$ cat config.mk
export PLATFORM = sky130hd
export DESIGN_NAME = axis_bram_job_sched_flat
export DESIGN_NICKNAME = d
export VERILOG_FILES = /design/src/rtl/axis_bram_sched_pkg.sv /design/src/rtl/axis_bram_job_sched_if.sv /design/src/rtl/axis_bram_rr_arb2.sv /design/src/rtl/axis_bram_job_sched.sv /design/src/flat_wrapper.sv
export SDC_FILE = /design/constraint.sdc
export NUM_CORES = 1
export LEC_CHECK = 0
export ABC_CLOCK_PERIOD_IN_PS = 9130
export BUFFER_PORTS_ARGS = -buffer_cell sky130_fd_sc_hd__buf_4
export CAP_MARGIN = 20
export CORE_AREA = 2 2 130 132
export CTS_CLUSTER_DIAMETER = 50
export CTS_CLUSTER_SIZE = 24
export DETAILED_ROUTE_END_ITERATION = 10
export DIE_AREA = 0 0 132 134
export SYNTH_ARGS = -nofsm -noshare
export SYNTH_HDL_FRONTEND = slang
export SYNTH_HIERARCHICAL = 1
export SYNTH_SLANG_ARGS = --single-unit
$ cat constraint.sdc
create_clock -name clk -period 9.13 [get_ports clk]
set_clock_uncertainty 0.05 [all_clocks]
set_input_delay 0.913 -clock clk [delete_from_list [all_inputs] [get_ports clk]]
set_output_delay 0.913 -clock clk [all_outputs]
set_load 0.1 [all_outputs]
$ cat src/rtl/axis_bram_sched_pkg.sv
// Shared types and helpers for the AXIS-BRAM job scheduler slice.
package axis_bram_sched_pkg;

   typedef enum logic [2:0] {
      S_IDLE,
      S_LOAD,
      S_SETTLE,
      S_ACTIVE,
      S_DONE
   } sched_state_t;

   localparam logic PORT_HOST   = 1'b0;
   localparam logic PORT_ENGINE = 1'b1;

   // Rows are inclusive; callers truncate the result to their beat-counter width.
   function automatic logic [31:0] calc_expected(input logic [31:0] start_idx,
                                                 input logic [31:0] bound_idx,
                                                 input logic [31:0] words);
      return (bound_idx - start_idx + 32'd1) * words;
   endfunction

endpackage

$ cat src/rtl/axis_bram_job_sched_if.sv
// Command, completion, adapter-control and stream-monitor bundle of the job scheduler.
interface axis_bram_job_sched_if #(
   parameter int BRAM_ADDR_LENGTH = 12
);
   logic                        cmd0_valid;
   logic                        cmd0_ready;
   logic                        cmd0_rw;
   logic [BRAM_ADDR_LENGTH-1:0] cmd0_start;
   logic [BRAM_ADDR_LENGTH-1:0] cmd0_bound;
   logic                        cmd1_valid;
   logic                        cmd1_ready;
   logic                        cmd1_rw;
   logic [BRAM_ADDR_LENGTH-1:0] cmd1_start;
   logic [BRAM_ADDR_LENGTH-1:0] cmd1_bound;
   logic                        done0;
   logic                        done1;
   logic                        err;
   logic                        abort;
   logic                        busy;
   logic                        adp_rw;
   logic                        adp_addr_reload;
   logic [BRAM_ADDR_LENGTH-1:0] adp_start_index;
   logic [BRAM_ADDR_LENGTH-1:0] adp_bound_index;
   logic                        stream_gate;
   logic                        mon_in_valid;
   logic                        mon_in_accep;
   logic                        mon_out_valid;
   logic                        mon_out_accep;
   logic                        mon_out_tlast;

   modport slave (
      input  cmd0_valid, cmd0_rw, cmd0_start, cmd0_bound,
      input  cmd1_valid, cmd1_rw, cmd1_start, cmd1_bound,
      input  abort,
      input  mon_in_valid, mon_in_accep, mon_out_valid, mon_out_accep, mon_out_tlast,
      output cmd0_ready, cmd1_ready, done0, done1, err, busy,
      output adp_rw, adp_addr_reload, adp_start_index, adp_bound_index, stream_gate
   );

   modport master (
      output cmd0_valid, cmd0_rw, cmd0_start, cmd0_bound,
      output cmd1_valid, cmd1_rw, cmd1_start, cmd1_bound,
      output abort,
      output mon_in_valid, mon_in_accep, mon_out_valid, mon_out_accep, mon_out_tlast,
      input  cmd0_ready, cmd1_ready, done0, done1, err, busy,
      input  adp_rw, adp_addr_reload, adp_start_index, adp_bound_index, stream_gate
   );

endinterface

$ cat src/rtl/axis_bram_rr_arb2.sv
// Two-requester round-robin arbiter; on a tie the requester not granted last time wins.
module axis_bram_rr_arb2 (
   input  logic       clk,
   input  logic       rstn,
   input  logic [1:0] req,
   input  logic       advance,
   output logic [1:0] grant
);

   logic last_grant;

   always_comb begin
      grant = '0;
      case (req)
         2'b01:   grant = 2'b01;
         2'b10:   grant = 2'b10;
         2'b11:   grant = last_grant ? 2'b01 : 2'b10;
         default: grant = '0;
      endcase
   end

   // Resetting to port 1 hands the first tie to port 0.
   always_ff @(posedge clk) begin
      if (!rstn) begin
         last_grant <= 1'b1;
      end else if (advance && (grant != 2'b00)) begin
         last_grant <= grant[1];
      end
   end

endmodule

$ cat src/rtl/axis_bram_job_sched.sv
// Shares one AXIS-BRAM adapter between a host DMA port and a compute-engine port,
// running one transfer job at a time and counting beats to detect completion.
module axis_bram_job_sched
   import axis_bram_sched_pkg::*;
#(
   parameter int BRAM_ADDR_LENGTH   = 12,
   parameter int BRAM_WIDTH_IN_WORD = 36,
   parameter int BEAT_CNT_BITS      = BRAM_ADDR_LENGTH + 7
) (
   input logic                  clk,
   input logic                  rstn,
   axis_bram_job_sched_if.slave bus
);

   sched_state_t                state;
   logic [1:0]                  req;
   logic [1:0]                  grant;
   logic                        take;
   logic                        owner;
   logic                        sel_rw;
   logic [BRAM_ADDR_LENGTH-1:0] sel_start;
   logic [BRAM_ADDR_LENGTH-1:0] sel_bound;
   logic [BEAT_CNT_BITS-1:0]    beat_cnt;
   logic [BEAT_CNT_BITS-1:0]    beat_next;
   logic [BEAT_CNT_BITS-1:0]    expected;
   logic                        beat;
   logic                        final_beat;
   logic                        fin;
   logic                        fin_err;

   logic                        rw_q;
   logic                        reload_q;
   logic [BRAM_ADDR_LENGTH-1:0] start_q;
   logic [BRAM_ADDR_LENGTH-1:0] bound_q;
   logic                        gate_q;
   logic                        busy_q;
   logic                        done0_q;
   logic                        done1_q;
   logic                        err_q;

   assign req  = {bus.cmd1_valid, bus.cmd0_valid};
   assign take = (state == S_IDLE) && (grant != 2'b00);

   axis_bram_rr_arb2 u_arb (
      .clk     (clk),
      .rstn    (rstn),
      .req     (req),
      .advance (take),
      .grant   (grant)
   );

   assign bus.cmd0_ready = (state == S_IDLE) && grant[0];
   assign bus.cmd1_ready = (state == S_IDLE) && grant[1];

   assign sel_rw    = grant[1] ? bus.cmd1_rw    : bus.cmd0_rw;
   assign sel_start = grant[1] ? bus.cmd1_start : bus.cmd0_start;
   assign sel_bound = grant[1] ? bus.cmd1_bound : bus.cmd0_bound;

   assign beat       = rw_q ? (bus.mon_in_valid  && bus.mon_in_accep)
                            : (bus.mon_out_valid && bus.mon_out_accep);
   assign beat_next  = beat_cnt + BEAT_CNT_BITS'(1);
   assign final_beat = (beat_next == expected);

   // Abort wins over a coincident beat; reads must see tlast exactly on the final beat.
   always_comb begin
      fin     = 1'b0;
      fin_err = 1'b0;
      if (bus.abort) begin
         fin     = 1'b1;
         fin_err = 1'b1;
      end else if (beat) begin
         if (final_beat) begin
            fin     = 1'b1;
            fin_err = !rw_q && !bus.mon_out_tlast;
         end else if (!rw_q && bus.mon_out_tlast) begin
            fin     = 1'b1;
            fin_err = 1'b1;
         end
      end
   end

   always_ff @(posedge clk) begin
      if (!rstn) begin
         state    <= S_IDLE;
         owner    <= PORT_HOST;
         rw_q     <= 1'b1;
         reload_q <= 1'b0;
         start_q  <= '0;
         bound_q  <= '0;
         gate_q   <= 1'b0;
         busy_q   <= 1'b0;
         done0_q  <= 1'b0;
         done1_q  <= 1'b0;
         err_q    <= 1'b0;
         beat_cnt <= '0;
         expected <= '0;
      end else begin
         case (state)
            S_IDLE: begin
               if (take) begin
                  owner <= grant[1];
                  // An inverted range is rejected without touching the adapter.
                  if (sel_bound < sel_start) begin
                     state   <= S_DONE;
                     err_q   <= 1'b1;
                     done0_q <= !grant[1];
                     done1_q <= grant[1];
                  end else begin
                     state    <= S_LOAD;
                     busy_q   <= 1'b1;
                     reload_q <= 1'b1;
                     rw_q     <= sel_rw;
                     start_q  <= sel_start;
                     bound_q  <= sel_bound;
                     beat_cnt <= '0;
                     expected <= BEAT_CNT_BITS'(calc_expected(32'(sel_start), 32'(sel_bound),
                                                              32'(BRAM_WIDTH_IN_WORD)));
                  end
               end
            end
            S_LOAD: begin
               reload_q <= 1'b0;
               state    <= S_SETTLE;
            end
            S_SETTLE: begin
               gate_q <= 1'b1;
               state  <= S_ACTIVE;
            end
            S_ACTIVE: begin
               if (beat) begin
                  beat_cnt <= beat_next;
               end
               if (fin) begin
                  state   <= S_DONE;
                  gate_q  <= 1'b0;
                  busy_q  <= 1'b0;
                  rw_q    <= 1'b1;
                  err_q   <= fin_err;
                  done0_q <= (owner == PORT_HOST);
                  done1_q <= (owner == PORT_ENGINE);
               end
            end
            S_DONE: begin
               done0_q <= 1'b0;
               done1_q <= 1'b0;
               err_q   <= 1'b0;
               state   <= S_IDLE;
            end
            default: state <= S_IDLE;
         endcase
      end
   end

   assign bus.adp_rw          = rw_q;
   assign bus.adp_addr_reload = reload_q;
   assign bus.adp_start_index = start_q;
   assign bus.adp_bound_index = bound_q;
   assign bus.stream_gate     = gate_q;
   assign bus.busy            = busy_q;
   assign bus.done0           = done0_q;
   assign bus.done1           = done1_q;
   assign bus.err             = err_q;

endmodule

$ cat src/flat_wrapper.sv
// flat-port wrapper written by rule: the top's interface ports become plain ports
module axis_bram_job_sched_flat import axis_bram_sched_pkg::*;
#(
   parameter int BRAM_ADDR_LENGTH   = 12,
   parameter int BRAM_WIDTH_IN_WORD = 36,
   parameter int BEAT_CNT_BITS      = BRAM_ADDR_LENGTH + 7
)
  (clk, rstn, bus_cmd0_valid, bus_cmd0_rw, bus_cmd0_start, bus_cmd0_bound, bus_cmd1_valid, bus_cmd1_rw, bus_cmd1_start, bus_cmd1_bound, bus_abort, bus_mon_in_valid, bus_mon_in_accep, bus_mon_out_valid, bus_mon_out_accep, bus_mon_out_tlast, bus_cmd0_ready, bus_cmd1_ready, bus_done0, bus_done1, bus_err, bus_busy, bus_adp_rw, bus_adp_addr_reload, bus_adp_start_index, bus_adp_bound_index, bus_stream_gate);
  axis_bram_job_sched_if #(.BRAM_ADDR_LENGTH(BRAM_ADDR_LENGTH)) bus_i ();
  input logic clk;
  input logic rstn;
  input wire logic [$bits(bus_i.cmd0_valid)-1:0] bus_cmd0_valid;
  input wire logic [$bits(bus_i.cmd0_rw)-1:0] bus_cmd0_rw;
  input wire logic [$bits(bus_i.cmd0_start)-1:0] bus_cmd0_start;
  input wire logic [$bits(bus_i.cmd0_bound)-1:0] bus_cmd0_bound;
  input wire logic [$bits(bus_i.cmd1_valid)-1:0] bus_cmd1_valid;
  input wire logic [$bits(bus_i.cmd1_rw)-1:0] bus_cmd1_rw;
  input wire logic [$bits(bus_i.cmd1_start)-1:0] bus_cmd1_start;
  input wire logic [$bits(bus_i.cmd1_bound)-1:0] bus_cmd1_bound;
  input wire logic [$bits(bus_i.abort)-1:0] bus_abort;
  input wire logic [$bits(bus_i.mon_in_valid)-1:0] bus_mon_in_valid;
  input wire logic [$bits(bus_i.mon_in_accep)-1:0] bus_mon_in_accep;
  input wire logic [$bits(bus_i.mon_out_valid)-1:0] bus_mon_out_valid;
  input wire logic [$bits(bus_i.mon_out_accep)-1:0] bus_mon_out_accep;
  input wire logic [$bits(bus_i.mon_out_tlast)-1:0] bus_mon_out_tlast;
  output wire logic [$bits(bus_i.cmd0_ready)-1:0] bus_cmd0_ready;
  output wire logic [$bits(bus_i.cmd1_ready)-1:0] bus_cmd1_ready;
  output wire logic [$bits(bus_i.done0)-1:0] bus_done0;
  output wire logic [$bits(bus_i.done1)-1:0] bus_done1;
  output wire logic [$bits(bus_i.err)-1:0] bus_err;
  output wire logic [$bits(bus_i.busy)-1:0] bus_busy;
  output wire logic [$bits(bus_i.adp_rw)-1:0] bus_adp_rw;
  output wire logic [$bits(bus_i.adp_addr_reload)-1:0] bus_adp_addr_reload;
  output wire logic [$bits(bus_i.adp_start_index)-1:0] bus_adp_start_index;
  output wire logic [$bits(bus_i.adp_bound_index)-1:0] bus_adp_bound_index;
  output wire logic [$bits(bus_i.stream_gate)-1:0] bus_stream_gate;
  assign bus_i.cmd0_valid = bus_cmd0_valid;
  assign bus_i.cmd0_rw = bus_cmd0_rw;
  assign bus_i.cmd0_start = bus_cmd0_start;
  assign bus_i.cmd0_bound = bus_cmd0_bound;
  assign bus_i.cmd1_valid = bus_cmd1_valid;
  assign bus_i.cmd1_rw = bus_cmd1_rw;
  assign bus_i.cmd1_start = bus_cmd1_start;
  assign bus_i.cmd1_bound = bus_cmd1_bound;
  assign bus_i.abort = bus_abort;
  assign bus_i.mon_in_valid = bus_mon_in_valid;
  assign bus_i.mon_in_accep = bus_mon_in_accep;
  assign bus_i.mon_out_valid = bus_mon_out_valid;
  assign bus_i.mon_out_accep = bus_mon_out_accep;
  assign bus_i.mon_out_tlast = bus_mon_out_tlast;
  assign bus_cmd0_ready = bus_i.cmd0_ready;
  assign bus_cmd1_ready = bus_i.cmd1_ready;
  assign bus_done0 = bus_i.done0;
  assign bus_done1 = bus_i.done1;
  assign bus_err = bus_i.err;
  assign bus_busy = bus_i.busy;
  assign bus_adp_rw = bus_i.adp_rw;
  assign bus_adp_addr_reload = bus_i.adp_addr_reload;
  assign bus_adp_start_index = bus_i.adp_start_index;
  assign bus_adp_bound_index = bus_i.adp_bound_index;
  assign bus_stream_gate = bus_i.stream_gate;
  axis_bram_job_sched #(.BRAM_ADDR_LENGTH(BRAM_ADDR_LENGTH), .BRAM_WIDTH_IN_WORD(BRAM_WIDTH_IN_WORD), .BEAT_CNT_BITS(BEAT_CNT_BITS)) u_core (.clk(clk), .rstn(rstn), .bus(bus_i));
endmodule
==> results of run 1 <==
==> metrics by stage <==
step           instances  utilization  hold slack (ns)
2_1_floorplan        697            -            0.397
3_3_place_gp         974        0.398            0.403
3_5_place_dp         974        0.398            0.411
4_1_cts              990        0.416            0.419
5_1_grt              990        0.416            0.439
6_report             990        0.416            0.410
==> worst max-delay path, delay by kind of cell <==
kind	cells	cell delay [ns]
AO/OA/AOI/OAI	10	2.51
XOR/XNOR	2	0.44
AND/OR/NAND/NOR	2	0.45
buffers and inverters	3	0.61
adder cells (fa/ha/maj)	4	1.22
multiplexers	1	0.32
==> flip-flops by register name, summed over array words and instances (netlist names) <==
| signal | cells |
|---|---|
| u_core/u_arb/last_grant | 1 |
| u_core/bus.adp_rw | 1 |
| u_core/bus.err | 1 |
| u_core/state | 3 |
| u_core/bus.adp_start_index | 12 |
| u_core/bus.done1 | 1 |
| u_core/bus.done0 | 1 |
| u_core/expected | 17 |
| u_core/bus.busy | 1 |
| u_core/beat_cnt | 19 |
| u_core/bus.stream_gate | 1 |
| u_core/owner | 1 |
| u_core/bus.adp_bound_index | 12 |
| u_core/bus.adp_addr_reload | 1 |
==> kinds of logic after synthesis <==
logic type / count (synthesis) / synth area share
buffers and inverters: 64 / 0.0461
and+or+nand+nor: 245 / 0.220
DFF: 72 / 0.257
adders and majority gates: 38 / 0.0874
xor gates and xnor gates: 55 / 0.0858
AOI/OAI and AO/OA: 169 / 0.204
muxes: 54 / 0.0994
==> final timing paths <==
path	start	cells past startpoint	slack (ns)	to
min	u_core/bus.done1	2	0.41	u_core/bus.done1
min reg2reg	u_core/bus.done1	2	0.41	u_core/bus.done1
max	bus_cmd0_valid	22	2.78	u_core/expected[17]
max reg2reg	u_core/u_arb/last_grant	21	3.13	u_core/expected[17]
==> metal layers <==
metal  track usage  up-vias  share of wire
li1              -     2686              -
met1         0.211     2443           0.47
met2         0.282       96           0.48
met3        0.0325       20          0.032
met4        0.0664        0          0.019
met5             0        -              0
==> cell type report <==
type / instances / share of cell area
Tap cell: 220 / 0.0407
Sequential cell: 72 / 0.213
Inverter: 23 / 0.0128
Clock buffer: 11 / 0.0344
Timing Repair Buffer: 98 / 0.109
Clock inverter: 5 / 0.00832
Multi-Input combinational cell: 561 / 0.582
==> where the power goes <==
group	switching, uW	total, uW	internal (uW)
Combinational	741	1220	477
Sequential	50.8	427	376
Clock	140	352	212
Total	932	2000	1060
==> layout by cell type, fill, tap and decap left out, types with 5 or more instances in the layout <==
cell,Yosys,layout
and3_1,5,5
nor2_1,86,86
nor3_1,19,19
nand3_1,15,15
a31oi_1,19,19
clkbuf_16,0,9
ha_1,36,36
nand4_1,13,13
xor2_1,19,19
nand2_1,49,49
nor2b_1,6,6
mux2_2,14,14
xnor2_1,36,36
or2_2,8,8
dfxtp_1,72,72
nor4_1,8,8
o21ai_0,43,43
or3_1,5,5
mux2i_1,40,40
a21o_1,6,6
a211oi_1,16,16
buf_4,1,98
inv_1,23,23
a21oi_1,32,32
==> impl_metrics.yaml, run 1 <==
detailed_routing:
  dr.pass1.iters: 7
  via_count: 5245
  drt_wl_total_um: 15000
  drt_iter0_markers: 320
  wl_per_cell_um: 15.1
  vias_per_cell: 5.30
  drc: 0
  ant_nets: 0
global_routing:
  grt_antenna_before_repair: 0
  grt_overflow_total: 0
  grt_pass1_vias: 4776
  grt_usage: 0.167
  grt_pass1_wl_um: 24000
  grt_start_max_net_pins: 44
placed_design:
  gp_congestion: 0.833
  dp_hpwl_um: 11500
  pre_cts_ws_ns: 2.47
  port_buffers: 92
  dpl_cell_area_um2: 6480
logic_synthesis:
  synth_most_common_cell: "nor2_1"
  syn_area_per_cell_um2: 8.05
  synth_commonest_cells: "nor2_1, dfxtp_1, nand2_1"
  yosysTopAreaCell: "dfxtp_1"
  async_flop_share: 0
  ys.flop_type: "dfxtp_1"
  synth_edf_count: 0
  yosysTopAreaCellShare: 0.257
  synth_seq_area_share: 0.257
  yosysUniqueCellTypes: 75
  syn_area_um2: 5610
  synth-seq-cells: 72
  ys_warn_count: 6
  synthCells: 697
  postSynthNetCount: 795
  synth_area_leaders: "dfxtp_1, ha_1, mux2i_1"
power:
  p_total_uw: 2000
  ir_drop_uv: 159
  leakage_uw: 0.00266
  power.density_nw_per_um2: 295
sta:
  finalMaxSlewViolations: 0
  tns_ns: 0
  finalSetupViolCount: 0
  rsz0062_at_grt: "no"
  hold_violations: 0
  fin_crit_sh: 0.696
  tightest_slew_ns: 0.794
  setup_ws_ns: 2.78
  min_period_ns: 6.35
  max_freq_ghz: 0.157
  slew-limit-headroom: 0.468
cells_and_area:
  fill_cells: 1699
  regArea_um2: 1440
  final_nets: 863
  multi_input_area_um2: 3940
  drive_gt1_frac: 0.204
  fin_area_um2: 6770
  syn2layout_area_growth_pct: 20.6
  diodes: 0
clocking:
  ctsResizeCount: 0
  post_cts_buffers: 0
  root_buffer: "clkbuf_16"
  cts_made_buffers: 9
  clk_pin_slew_ns: 0.06
  cts.hold.buffers_added: 0
  htreeDepth: 3
  max-clock-path-buffers: 2
  clock_latency_ns: 0.34
  cts_tree: "done"
  cts.sink_count: 72
floorplan:
  fp.coreArea_um2: 16300
  initial_core_util: 0.345
  die_h_um: 134
  dieWidth_um: 132
  die_area_um2: 17700
  num_rows: 47
  boundaryPins: 93
run:
  maxCapViolCount: 0
worst_setup_path:
  worstPathRequired_ns: 9.27
  crit_path_end_kind: "flip-flop"
  cp_common_cell: "ha_1"
  crit_fanout: 32
  worstSetupPathType: "input port to flip-flop"
  critPathLaunchType: "input port"
  critical-path-max-stage-delay_ns: 0.65
  critical-path-slowest-cell: "a221oi_1"
  path_cells: "buf_4 > a21boi_4 > buf_4 > mux2i_1 > ha_1 > inv_1 > fa_1 > a21o_1 > a221oi_1 > o311ai_1 > a21oi_1 > nand4_1 > xnor2_1 > ha_1 > ha_1 > or2_2 > o31a_1 > a311oi_1 > o21bai_1 > a21oi_1 > xor2_1 > o22ai_1"
  cp.arrival_ns: 6.49
run_status:
  status: "completed"
hold_path:
  worstHoldPathType: "flip-flop to flip-flop"
No activity file was read; power rests on OpenSTA's default activity.
==> inputs of run 2 (changes only) <==
--- a/config.mk
+++ b/config.mk
@@ -5,14 +5,15 @@
 export SDC_FILE = /design/constraint.sdc
 export NUM_CORES = 1
 export LEC_CHECK = 0
-export ABC_CLOCK_PERIOD_IN_PS = 9130
+export ABC_AREA = 1
+export ABC_CLOCK_PERIOD_IN_PS = 6100
 export BUFFER_PORTS_ARGS = -buffer_cell sky130_fd_sc_hd__buf_4
 export CAP_MARGIN = 20
-export CORE_AREA = 2 2 130 132
+export CORE_AREA = 2 2 127 129
 export CTS_CLUSTER_DIAMETER = 50
 export CTS_CLUSTER_SIZE = 24
 export DETAILED_ROUTE_END_ITERATION = 10
-export DIE_AREA = 0 0 132 134
+export DIE_AREA = 0 0 129 131
 export SYNTH_ARGS = -nofsm -noshare
 export SYNTH_HDL_FRONTEND = slang
 export SYNTH_HIERARCHICAL = 1
==> constraint.sdc (replaced) <==
create_clock -name clk -period 6.1 [get_ports clk]
set_clock_uncertainty 0.05 [all_clocks]
set_input_delay 0.61 -clock clk [delete_from_list [all_inputs] [get_ports clk]]
set_output_delay 0.61 -clock clk [all_outputs]
set_load 0.1 [all_outputs]
==> run 2 against run 1 <==
Compared with the run above: critical path depth is 1 higher; die area is 4.5% lower; setup slack worse by 1.8 ns; core utilization is 0.12 points higher; non-clock buffer count is 2 lower; flip-flop and latch count stayed put; wire length is 5.9% lower; worst hold slack worse by 0.014 ns; critical path type unchanged; largest power group unchanged; highest routed layer unchanged.
==> impl_metrics.yaml, run 2 <==
run_status:
  status: "completed"
sta:
  slew-limit-headroom: 0.417
  finalMaxSlewViolations: 0
  max_freq_ghz: 0.194
  min_period_ns: 5.16
  hold_violations: 0
  tns_ns: 0
  rsz0062_at_grt: "no"
  finalSetupViolCount: 0
  fin_crit_sh: 0.846
  tightest_slew_ns: 0.873
  setup_ws_ns: 0.937
hold_path:
  worstHoldPathType: "flip-flop to flip-flop"
logic_synthesis:
  muxShareOfSynthArea: 0.0224
  ys_warn_count: 6
  async_flop_share: 0
  synth-seq-cells: 72
  synth_most_common_cell: "nand2_1"
  ys.flop_type: "dfxtp_1"
  synth_commonest_cells: "nand2_1, nor2_1, inv_1"
  postSynthNetCount: 920
  synth_adder_area_share: 0.0914
  synth_compound_area_frac: 0.171
  synthCells: 822
  yosysTopAreaCellShare: 0.269
  synth_top_family_by_area: "simple AND/OR/NAND/NOR gates"
  yosysTopAreaCell: "dfxtp_1"
  yosys.area_share.xor_xnor: 0.0473
  synth_area_leaders: "dfxtp_1, nand2_1, ha_1"
  synth_edf_count: 0
  syn_area_per_cell_um2: 6.53
  syn_area_um2: 5370
  synth_seq_area_share: 0.269
  synthSimpleGateAreaFrac: 0.306
  yosysUniqueCellTypes: 42
cells_and_area:
  postLayoutCoreUtil: 0.417
  largestRegisters: "u_core/beat_cnt x19, u_core/expected x17"
  final_cell_mix: "nand2_1, nor2_1, inv_1, buf_4, dfxtp_1"
  layout_commonest_cell: "nand2_1"
  largest_register: "u_core/beat_cnt"
  drive_gt1_frac: 0.143
  final_nets: 1002
  syn2layout_area_growth_pct: 21.1
  largest_register_ffs: 19
  fin_area_um2: 6500
  diodes: 0
placed_design:
  dp_hpwl_um: 10900
  port_buffers: 92
  dpl_cell_area_um2: 6250
  gp_congestion: 0.874
  pre_cts_ws_ns: 0.640
clocking:
  max-clock-path-buffers: 2
  root_buffer: "clkbuf_16"
  cts.sink_count: 72
  post_cts_buffers: 0
  cts.hold.buffers_added: 0
  clk_pin_slew_ns: 0.06
  cts_made_buffers: 9
  htreeDepth: 3
  cts_tree: "done"
  ctsResizeCount: 0
  clock_latency_ns: 0.34
worst_setup_path:
  worstPathRequired_ns: 6.26
  crit_path_end_kind: "flip-flop"
  path_cells: "buf_4 > a21boi_2 > buf_4 > mux2i_1 > ha_1 > a21oi_1 > o21ai_1 > a21oi_2 > o21ai_1 > a21boi_0 > xor2_1 > nand4_1 > nand2_1 > inv_1 > ha_1 > ha_1 > a21oi_1 > o21ai_0 > a21oi_1 > o21ai_0 > xor2_1 > o21ai_0 > a21oi_1"
  critical-path-max-stage-delay_ns: 0.36
  crit_family: "compound AO/OA/AOI/OAI gates"
  crit_fanout: 22
  cp_common_cell: "a21oi_1"
  critical-path-slowest-cell: "buf_4"
  critPathLaunchType: "input port"
  worstSetupPathType: "input port to flip-flop"
  cp.arrival_ns: 5.33
  path_buf_inv: 3
detailed_routing:
  vias_per_cell: 4.80
  drt_iter0_markers: 254
  dr.pass1.iters: 5
  via_count: 5386
  ant_nets: 0
  drc: 0
  drt_wl_total_um: 14100
  wl_per_cell_um: 12.6
global_routing:
  grt_overflow_total: 0
  grt_pass1_vias: 4794
  grt_pass1_wl_um: 22800
  grt_usage: 0.168
  grt_start_max_net_pins: 53
  grt_antenna_before_repair: 0
power:
  ir_drop_uv: 272
  power.density_nw_per_um2: 583
  leakage_uw: 0.00309
floorplan:
  num_rows: 46
  dieWidth_um: 129
  die_h_um: 131
  fp.coreArea_um2: 15600
  initial_core_util: 0.344
  die_area_um2: 16900
  boundaryPins: 93
run:
  maxCapViolCount: 0
## run 2: cell count changes after synthesis, moves of 17 or more
cell / change
nand2_1: +139
nor2_1: +18
xnor2_1: -24
mux2i_1: -28
inv_1: +79
nand3_1: +35
nor3_1: -17
a21oi_1: +37
## run 2: cells by family (layout without fill, tap and decap cells)
logic type | count (synthesis) | count (layout)
AO/OA/AOI/OAI | 165 | 165
adder cells (fa/ha/maj) | 38 | 38
flip-flops | 72 | 72
multiplexers | 12 | 12
buffers and inverters | 128 | 213
AND/OR/NAND/NOR | 378 | 378
XOR/XNOR | 29 | 29
## run 2: layer usage
| layer | share of wire | track usage | wire length [um] |
|---|---|---|---|
| met1 | 0.47 | 0.219 | 6640 |
| met2 | 0.47 | 0.280 | 6650 |
| met3 | 0.040 | 0.0371 | 564 |
| met4 | 0.017 | 0.0480 | 238 |
| met5 | 0 | 0 | 0 |
## run 2: layout make-up
type                            instances  area, um2
Inverter                              103        387
Timing Repair Buffer                   96        721
Clock inverter                          4       23.8
Multi-Input combinational cell        622       3430
Tap cell                              216        270
Sequential cell                        72       1440
Fill cell                            1650       9100
Clock buffer                           10        229
## run 2: stage by stage
step           total power (uW)  hold slack [ns]  std cells
6_report                   3790            0.396       1123
5_1_grt                    4140            0.427       1123
4_1_cts                    3820            0.400       1123
3_5_place_dp               3320            0.390       1109
3_3_place_gp               3320            0.387       1109
2_1_floorplan              2800            0.394        822
## run 2: power by group
part	switching (uW)	internal (uW)
clock network	206	269
registers	117	638
logic	1750	806
total	2070	1710
## run 2: worst paths after layout
check | from | to | slack [ns] | cells past startpoint
worst max-delay path | bus_cmd0_valid | u_core/expected[15] | 0.94 | 23
worst min-delay path | u_core/bus.busy | u_core/bus.busy | 0.40 | 2
worst max register to register | u_core/u_arb/last_grant | u_core/expected[15] | 0.99 | 22
worst min register to register | u_core/bus.busy | u_core/bus.busy | 0.40 | 2
## run 2: worst reg2reg max path, delay by kind of cell (launching register included)
family / cells / cell delay [ns]
DFF: 1 / 0.33
xor gates and xnor gates: 2 / 0.46
muxes: 1 / 0.36
AOI/OAI and AO/OA: 12 / 2.05
buffers and inverters: 2 / 0.42
and+or+nand+nor: 2 / 0.31
adders and majority gates: 3 / 0.97
